[src/rtl/wb_port_arbiter.sv]
// wb_port_arbiter: shares the single register-file write port between the
// pipeline writeback stage and late results (multi-cycle units, late loads).
// Late results wait in a 2-entry in-order FIFO. The pipeline normally has
// priority, and a starvation counter forces a one-cycle drain (pipeline
// stall) when a buffered result keeps losing the port.
//
// Optional feature: define WBARB_FWD_EN to let an accepted late result go
// straight to the write port when the FIFO is empty and the pipeline is not
// writing. The default build, with the macro undefined, always buffers late
// results first.
module wb_port_arbiter #(
  parameter int STARVE_LIMIT = 4
) (
  input  logic        i_clk,
  input  logic        i_rst_n,
  input  logic        i_wb_vld,
  input  logic [4:0]  i_wb_rd,
  input  logic [31:0] i_wb_data,
  input  logic        i_lu_vld,
  input  logic [4:0]  i_lu_rd,
  input  logic [31:0] i_lu_data,
  output logic        o_lu_rdy,
  input  logic [4:0]  i_chk_rd,
  output logic        o_chk_hit,
  output logic        o_stall,
  output logic        o_rf_wren,
  output logic [4:0]  o_rf_rd,
  output logic [31:0] o_rf_wdata
);

  typedef enum logic [1:0] {IDLE, PEND, DRAIN} state_t;

  localparam logic [3:0] STARVE_LAST = 4'(STARVE_LIMIT - 1);

  state_t      state;
  logic [4:0]  fifo_rd   [2];
  logic [31:0] fifo_data [2];
  logic        wr_ptr;
  logic        rd_ptr;
  logic [1:0]  count;
  logic [1:0]  count_next;
  logic [3:0]  starve_cnt;

  logic lu_accept;
  logic lu_live;
  logic pipe_win;
  logic fifo_win;
  logic direct_win;
  logic push;
  logic pop;
  logic hit_head;
  logic hit_tail;

  // A full FIFO refuses late results; reset also holds the handshake low.
  assign o_lu_rdy  = i_rst_n & (count != 2'd2);
  assign lu_accept = i_lu_vld & o_lu_rdy;
  assign lu_live   = lu_accept & (i_lu_rd != 5'd0);

  // While stalled the pipeline is frozen, so its request is ignored.
  assign pipe_win  = i_wb_vld & ~o_stall;
  assign fifo_win  = ~pipe_win & (count != 2'd0);

`ifdef WBARB_FWD_EN
  assign direct_win = ~pipe_win & (count == 2'd0) & lu_live;
`else
  assign direct_win = 1'b0;
`endif

  assign push = lu_live & ~direct_win;
  assign pop  = fifo_win;

  // Hazard lookup against every valid buffered entry.
  assign hit_head  = (count != 2'd0) && (fifo_rd[rd_ptr] == i_chk_rd);
  assign hit_tail  = (count == 2'd2) && (fifo_rd[~rd_ptr] == i_chk_rd);
  assign o_chk_hit = (i_chk_rd != 5'd0) & (hit_head | hit_tail);

  // Occupancy after this cycle's push/pop.
  always_comb begin
    count_next = count;
    unique case ({push, pop})
      2'b10:   count_next = count + 2'd1;
      2'b01:   count_next = count - 2'd1;
      default: count_next = count;
    endcase
  end

  // Write-port mux: pipeline, then FIFO head, then a forwarded late result.
  always_comb begin
    o_rf_wren  = 1'b0;
    o_rf_rd    = 5'd0;
    o_rf_wdata = 32'd0;
    if (pipe_win) begin
      o_rf_rd    = i_wb_rd;
      o_rf_wdata = i_wb_data;
      o_rf_wren  = 1'b1;
    end else if (fifo_win) begin
      o_rf_rd    = fifo_rd[rd_ptr];
      o_rf_wdata = fifo_data[rd_ptr];
      o_rf_wren  = 1'b1;
    end else if (direct_win) begin
      o_rf_rd    = i_lu_rd;
      o_rf_wdata = i_lu_data;
      o_rf_wren  = 1'b1;
    end
    if ((o_rf_rd == 5'd0) || !i_rst_n) begin
      o_rf_wren = 1'b0;
    end
  end

  // FIFO storage, pointers and occupancy.
  always_ff @(posedge i_clk or negedge i_rst_n) begin
    if (!i_rst_n) begin
      fifo_rd[0]   <= 5'd0;
      fifo_rd[1]   <= 5'd0;
      fifo_data[0] <= 32'd0;
      fifo_data[1] <= 32'd0;
      wr_ptr       <= 1'b0;
      rd_ptr       <= 1'b0;
      count        <= 2'd0;
    end else begin
      if (push) begin
        fifo_rd[wr_ptr]   <= i_lu_rd;
        fifo_data[wr_ptr] <= i_lu_data;
        wr_ptr            <= ~wr_ptr;
      end
      if (pop) begin
        rd_ptr <= ~rd_ptr;
      end
      count <= count_next;
    end
  end

  // Control FSM: tracks pending entries, starvation and the one-cycle drain.
  always_ff @(posedge i_clk or negedge i_rst_n) begin
    if (!i_rst_n) begin
      state      <= IDLE;
      o_stall    <= 1'b0;
      starve_cnt <= 4'd0;
    end else begin
      unique case (state)
        IDLE: begin
          o_stall    <= 1'b0;
          starve_cnt <= 4'd0;
          if (push) begin
            state <= PEND;
          end
        end
        PEND: begin
          if (pipe_win) begin
            if (starve_cnt == STARVE_LAST) begin
              state   <= DRAIN;
              o_stall <= 1'b1;
            end else begin
              starve_cnt <= starve_cnt + 4'd1;
            end
          end else begin
            starve_cnt <= 4'd0;
            if (count_next == 2'd0) begin
              state <= IDLE;
            end
          end
        end
        DRAIN: begin
          o_stall    <= 1'b0;
          starve_cnt <= 4'd0;
          state      <= (count_next != 2'd0) ? PEND : IDLE;
        end
        default: begin
          state      <= IDLE;
          o_stall    <= 1'b0;
          starve_cnt <= 4'd0;
        end
      endcase
    end
  end

endmodule

[config.mk]
export PLATFORM = sky130hd
export DESIGN_NAME = wb_port_arbiter
export DESIGN_NICKNAME = d
export VERILOG_FILES = /design/src/rtl/wb_port_arbiter.sv
export SDC_FILE = /design/constraint.sdc
export NUM_CORES = 1
export LEC_CHECK = 0
export ABC_AREA = 1
export ABC_CLOCK_PERIOD_IN_PS = 2900
export CAP_MARGIN = 40
export CORE_MARGIN = 5
export CORE_UTILIZATION = 30
export CTS_BUF_LIST = sky130_fd_sc_hd__clkbuf_16
export DETAILED_ROUTE_END_ITERATION = 12
export GPL_ROUTABILITY_DRIVEN = 0
export PLACE_DENSITY = 0.52
export SLEW_MARGIN = 20
export SYNTH_ARGS = -nofsm -noshare
export SYNTH_HDL_FRONTEND = slang
export SYNTH_SLANG_ARGS = --single-unit
[constraint.sdc]
create_clock -name i_clk -period 2.9 [get_ports i_clk]
set_clock_uncertainty 0.2 [all_clocks]
set_input_delay 0.58 -clock i_clk [delete_from_list [all_inputs] [get_ports i_clk]]
set_output_delay 0.58 -clock i_clk [all_outputs]
set_load 0.02 [all_outputs]
==> reports/summary.txt, run 1 <==
number of synthesized register bits: 85
Hold Crit Class: input port to asynchronous set/reset pin
crit path cell chain: clkdlybuf4s50_1 -> inv_1 -> nor2_4 -> buf_4 -> buf_6 -> a22o_1 -> clkdlybuf4s15_1
nets: 805
startpoint class of the critical path: input port
# Max-Cap Violations: 0
area leader, netlist: dfrtp_1
Final Non-Filler Cells: 913
fmax: 353 MHz
Leakage: 3.06 nW
Residual DRC: 0
Synth Flop Type: dfrtp_1
Post-synth top cells: 209 x nand2_1, 94 x o21ai_0, 85 x dfrtp_1, 61 x inv_1, 32 x a22o_1
Post-synth ARST share: 100%
Slowest cell on crit path: clkdlybuf4s50_1
antenna-violating nets left: 0
Setup violations, final: 0
Antenna Cells: 0
worst skew pair latency: 330 ps
YS warnings: 0
drt total wl: 13.1 mm
via count: 4278
Final TNS setup: 0 ps
worst endpoint data arrival time: 2050 ps
cts hold-fix bufs: 0
initial antenna violation count: 0
data required time of the worst path: 2120 ps
vias in the first global route: 4343
final period utilization: 97.6%
CP max stage delay: 480 ps
first-pass GRT wire length: 21.9 mm
P&R area growth vs syn: 37.6%
most frequent cell after synthesis: nand2_1
share of the synthesized area in the top cell type: 46.8%
sequential share of the synthesized area: 46.8%
vias per cell: 4.69
CTS Buf Count: 9
post-route cell area: 0.00626 sq mm
CP max FO: 16
Setup CP Type: input port to primary output
core area: 0.0150 sq mm
gr ovfl total: 0
Syn Inst Count: 594
IO Pins: 124
worst vdd ir: 0.287 mV
CP Capture Type: primary output
root buffer cell: clkbuf_16
Avg Cell Area, Syn: 7.65 sq um
syn nets: 679
TritonCTS clock tree: built
CTS clk-pin slew, worst paths: 60 ps
Netlist cell types: 26
Wirelength per Cell: 14.4 microns
detailed placer's ending HPWL: 9.33 mm
largest net degree at the start of global routing: 50
starting density of the core: 30.2%
die area: 0.0177 sq mm
row cnt: 45
First-pass DRT Iterations: 5
Max H-tree Level: 3
synth top area cells: dfrtp_1 47%, nand2_1 17%, o21ai_0 10%, a22o_1 6.2%, inv_1 5.0%
Hold Fails Final Rpt: 0
CTS Sinks: 85
placed insts: 893
Die Ht: 133 microns
Slew Limit Fails: 0
DR iter-0 viols: 212
Chip Width: 133 microns
Worst slew margin: 66.2%
outcome: finished, final reports clean
CTS Buffer Depth: 2
port bufs: 123
total power: 5.71 mW
crit-path leading delay family: buffers and inverters
share of cells above drive strength 1: 12.1%
Total Routing Usage GR: 15.3%
Cell Area, Synth: 0.00455 sq mm
Final min period: 2830 ps
CP bufs+invs: 5
P per Cell Area: 912 mW/mm^2
Post-synth EDFFs: 0
Slew @ Worst Pin: 507 ps
DP Area: 0.00604 sq mm
-- cell usage in the layout (no fill, tap or decap), drive strengths merged --
cell type / synthesis / final
dfrtp: 85 / 85
clkinv: 0 / 3
nor4: 1 / 1
nor3: 2 / 2
ha: 2 / 2
nand3: 19 / 19
clkdlybuf4s15: 0 / 1
nor2: 25 / 25
nand2: 210 / 210
xor2: 4 / 4
o21bai: 1 / 1
buf: 27 / 44
bufinv: 0 / 2
a22o: 32 / 32
dlygate4sd2: 0 / 5
a21oi: 8 / 8
clkbuf: 8 / 26
a22oi: 2 / 2
o21ai: 105 / 105
clkdlybuf4s50: 0 / 83
a32o: 1 / 1
inv: 61 / 63
nand4: 1 / 1
-- what timing repair did --
item / in CTS / in global routing
pin swaps: 2 / 2
gates resized for setup: 93 / 42
setup endpoints to repair: 39 / 39
buffers inserted: 2 / 2
-- through the flow --
step,setup WS (ps),hold WS (ps),util [%]
global route,-0.905,151,41.6
floorplan,540,84.4,-
global placement,-309,280,39.7
detailed placement,-330,286,40.2
finish,69.3,116,41.6
CTS,-81.0,125,41.8
-- power breakdown --
group          internal, mW  total (mW)  switching, mW  leakage, nW
Combinational         0.960        2.55           1.59         1.84
Sequential             1.72        1.96          0.242         1.06
Clock                 0.744        1.20          0.452        0.162
Total                  3.42        5.71           2.29         3.06
-- state kept, by name (all words and copies together), names as in the netlist --
| register | cells |
|---|---|
| o_stall | 1 |
| starve_cnt | 4 |
| fifo_rd | 10 |
| fifo_data | 64 |
| rd_ptr | 1 |
| wr_ptr | 1 |
| count | 2 |
| state | 2 |
-- final timing paths --
| kind | start | end | slack, ps | depth (start not counted) |
|---|---|---|---|---|
| max reg2reg | count[0] | state[0] | 530 | 11 |
| min in group i_clk | fifo_data[30] | fifo_data[30] | 300 | 2 |
| min | i_rst_n | fifo_data[53] | 120 | 2 |
| max in group asynchronous | i_rst_n | starve_cnt[0] | 1760 | 3 |
| min reg2reg | fifo_data[30] | fifo_data[30] | 300 | 2 |
| max | i_wb_vld | o_rf_wdata[3] | 70 | 7 |
-- layer usage --
| metal | track usage [%] | wire length (microns) | vias to the layer above | share of wire, % |
|---|---|---|---|---|
| met1 | 19.9 | 6040 | 1995 | 46 |
| met2 | 25.1 | 6260 | 98 | 48 |
| met5 | 0 | 0 | - | 0 |
| li1 | - | - | 2169 | - |
| met4 | 5.54 | 253 | 0 | 1.9 |
| met3 | 3.25 | 550 | 16 | 4.2 |
-- cell families after synthesis --
logic type      synth area share (%)
simple gates                    23.0
compound gates                  19.3
buf+inv                         9.58
flops                           46.8
xor+xnor                       0.771
fa+ha+maj                      0.550
-- area by class of cell --
cell class / instances / area, sq um
clock buffers: 9 / 225
fillers: 1534 / 8780
repair buffers: 150 / 1340
multi-input cells: 413 / 2020
flip-flops and latches: 85 / 2130
inverters: 61 / 229
well taps: 188 / 235
clock inverters: 7 / 82.6
Note: power is estimated with default switching activity, not from simulation.
==> inputs of run 2 (changes only) <==
--- a/config.mk
+++ b/config.mk
@@ -8,7 +8,7 @@
 export ABC_AREA = 1
 export ABC_CLOCK_PERIOD_IN_PS = 2900
 export CAP_MARGIN = 40
-export CORE_MARGIN = 5
+export CORE_MARGIN = 2
 export CORE_UTILIZATION = 30
 export CTS_BUF_LIST = sky130_fd_sc_hd__clkbuf_16
 export DETAILED_ROUTE_END_ITERATION = 12
==> run 2 against run 1 <==
  * Routed wire length shrank 1.1%
  * Clock power shrank 7%
  * Critical path depth up 1
  * Die area shrank 8.8%
  * Cell area stayed put
  * Combinational power is 2% higher
  * Core utilization is 1.1 points higher
  * Total power shrank 0.34%
  * Sequential share of layout area is the same
  * Hold slack better by 1.4 ps
  * Count of clock-buffer cells in the layout unchanged
  * Critical endpoint is now o_rf_rd[2]
==> reports/summary.txt, run 2 (synthesis gave the netlist of run 1 again) <==
Slew @ Worst Pin: 562 ps (was 507 ps)
share of cells above drive strength 1: 12.5% (was 12.1%)
starting density of the core: 31.0% (was 30.2%)
Clock Power Share: 19.5% (was 20.9%)
via count: 4320 (was 4278)
TritonCTS clock tree: built (unchanged)
Slowest cell on crit path: clkdlybuf4s50_1 (unchanged)
die area: 0.0162 sq mm (was 0.0177 sq mm)
DR iter-0 viols: 324 (was 212)
vias per cell: 4.74 (was 4.69)
commonest non-fill, non-tap cell in the layout: nand2_1 (unchanged)
startpoint class of the critical path: input port (unchanged)
outcome: finished, final reports clean (unchanged)
worst endpoint data arrival time: 2060 ps (was 2050 ps)
detailed placer's ending HPWL: 9.11 mm (was 9.33 mm)
Leakage: 3.04 nW (was 3.06 nW)
CTS Sinks: 85 (unchanged)
worst skew pair latency: 330 ps (about the same)
Top Registers: fifo_data x64, fifo_rd x10, starve_cnt x4 (unchanged)
Pint: 3.36 mW (was 3.42 mW)
most frequent cells in the layout: 209 x nand2_1, 94 x o21ai_0, 84 x dfrtp_1 (unchanged)
Chip Width: 127 microns (was 133 microns)
drt total wl: 13.0 mm (was 13.1 mm)
vias in the first global route: 4260 (was 4343)
nets: 807 (was 805)
Worst slew margin: 62.5% (was 66.2%)
switching power: 2.33 mW (was 2.29 mW)
Antenna Cells: 0 (unchanged)
crit-path leading delay family: buffers and inverters (unchanged)
CTS Buffer Depth: 2 (unchanged)
RSZ-0062 raised after global routing: yes
First-pass DRT Iterations: 5 (unchanged)
Max H-tree Level: 3 (unchanged)
Final min period: 2840 ps (was 2830 ps)
CP max FO: 7 (was 16)
P per Cell Area: 909 mW/mm^2 (was 912 mW/mm^2)
core area: 0.0146 sq mm (was 0.0150 sq mm)
fmax: 353 MHz (about the same)
Total Routing Usage GR: 16.5% (was 15.3%)
row cnt: 44 (was 45)
CP Capture Type: primary output (unchanged)
Setup violations, final: 0 (unchanged)
IO Pins: 124 (unchanged)
# Max-Cap Violations: 0 (unchanged)
CP max stage delay: 480 ps (about the same)
Multi-input gate area: 0.00202 sq mm (about the same)
number of flip-flops in the largest register: 64 (unchanged)
Fillers: 1500 (was 1534)
antenna-violating nets left: 0 (unchanged)
Slew Limit Fails: 0 (unchanged)
Hold Fails Final Rpt: 0 (unchanged)
Biggest register: fifo_data (unchanged)
Wirelength per Cell: 14.2 microns (was 14.4 microns)
worst vdd ir: 0.433 mV (was 0.287 mV)
Core Util, Final: 42.7% (was 41.6%)
final period utilization: 97.8% (was 97.6%)
root buffer cell: clkbuf_16 (unchanged)
Residual DRC: 0 (unchanged)
FF/Latch Area: 0.00213 sq mm (unchanged)
CTS clk-pin slew, worst paths: 60 ps (about the same)
gr ovfl total: 0 (unchanged)
Die Ht: 127 microns (was 133 microns)
hold slack: 118 ps (was 116 ps)
P&R area growth vs syn: 37.6% (unchanged)
port bufs: 123 (unchanged)
data required time of the worst path: 2120 ps (about the same)
Switching Fraction: 40.9% (was 40.1%)
largest net degree at the start of global routing: 60 (was 50)
Setup CP Type: input port to primary output (unchanged)
crit path cell chain: clkdlybuf4s50_1 -> inv_1 -> nor2_4 -> nor2_4 -> a22oi_2 -> buf_4 -> inv_1 -> clkdlybuf4s15_1 (was clkdlybuf4s50_1 -> inv_1 -> nor2_4 -> buf_4 -> buf_6 -> a22o_1 -> clkdlybuf4s15_1)
first-pass GRT wire length: 21.2 mm (was 21.9 mm)
Combinational Power Share: 45.8% (was 44.7%)
CP bufs+invs: 5 (unchanged)
Hold Crit Class: input port to asynchronous set/reset pin (unchanged)
Flop pwr share: 34.8% (was 34.3%)
CTS Buf Count: 9 (unchanged)
initial antenna violation count: 0 (unchanged)
[run 2: what timing repair did]
action,4_1_cts,5_1_grt
resized for setup,45,78
cloned,0,1
endpoints found under the setup margin,39,38
pin swaps,0,3
setup buffers,0,5
hold buffers,0,0
[run 2: worst reg2reg max path, cell delays in order (launching register included)]
cell	delay, ps
dfrtp_1	430
nor2_1	290
nor2_4	140
buf_8	180
buf_4	150
ha_1	290
nor2_1	140
nand2_1	70
nand2_1	70
nand3_1	100
o21ai_0	170
nand2_1	60
[run 2: power by group through the flow]
stage,clock network (mW),logic [mW],registers (mW)
6_report,1.11,2.60,1.98
5_1_grt,1.21,2.97,2.04
4_1_cts,1.15,2.62,1.97
3_5_place_dp,0,2.71,1.99
3_3_place_gp,0,2.64,1.97
2_1_floorplan,0,1.75,1.92
[run 2: cell type report]
| cell class | count | share of cell area, % |
|---|---|---|
| clock buffer | 9 | 3.60 |
| clock inverter | 7 | 0.940 |
| inverter | 61 | 3.72 |
| multi-input combinational | 413 | 32.3 |
| sequential | 85 | 34.0 |
| tap | 184 | 3.68 |
| timing repair buffer | 151 | 21.6 |
| timing repair inverter | 1 | 0.0800 |
[run 2: metrics by stage]
step / total power, mW / cell area, sq um / setup TNS, ps / setup slack, ps / instances
after floorplan: 3.67 / 4550 / 0 / 540 / 594
after global routing: 6.22 / 6260 / -70.0 / -25.9 / 911
after global placement: 4.61 / 5980 / -7710 / -226 / 886
after CTS: 5.74 / 6310 / -111 / -111 / 905
after detailed placement: 4.70 / 6050 / -9200 / -303 / 889
final: 5.69 / 6260 / 0 / 65.0 / 911
[run 2: final timing paths]
kind / from / end / slack, ps / depth (start not counted)
worst max-delay path: i_wb_vld / o_rf_rd[2] / 60 / 8
worst min-delay path: i_rst_n / wr_ptr / 120 / 2
worst max register to register: count[0] / state[0] / 470 / 11
worst min register to register: fifo_data[13] / fifo_data[13] / 300 / 2
max in group asynchronous: i_rst_n / fifo_data[15] / 1770 / 3
min in group i_clk: fifo_data[13] / fifo_data[13] / 300 / 2
[run 2: metal layers]
metal,wire (microns),global-route usage [%],share of wire [%]
met5,0,0,0
met4,187,5.49,1.4
met3,525,3.27,4.1
met2,6370,27.3,49
met1,5870,21.8,45
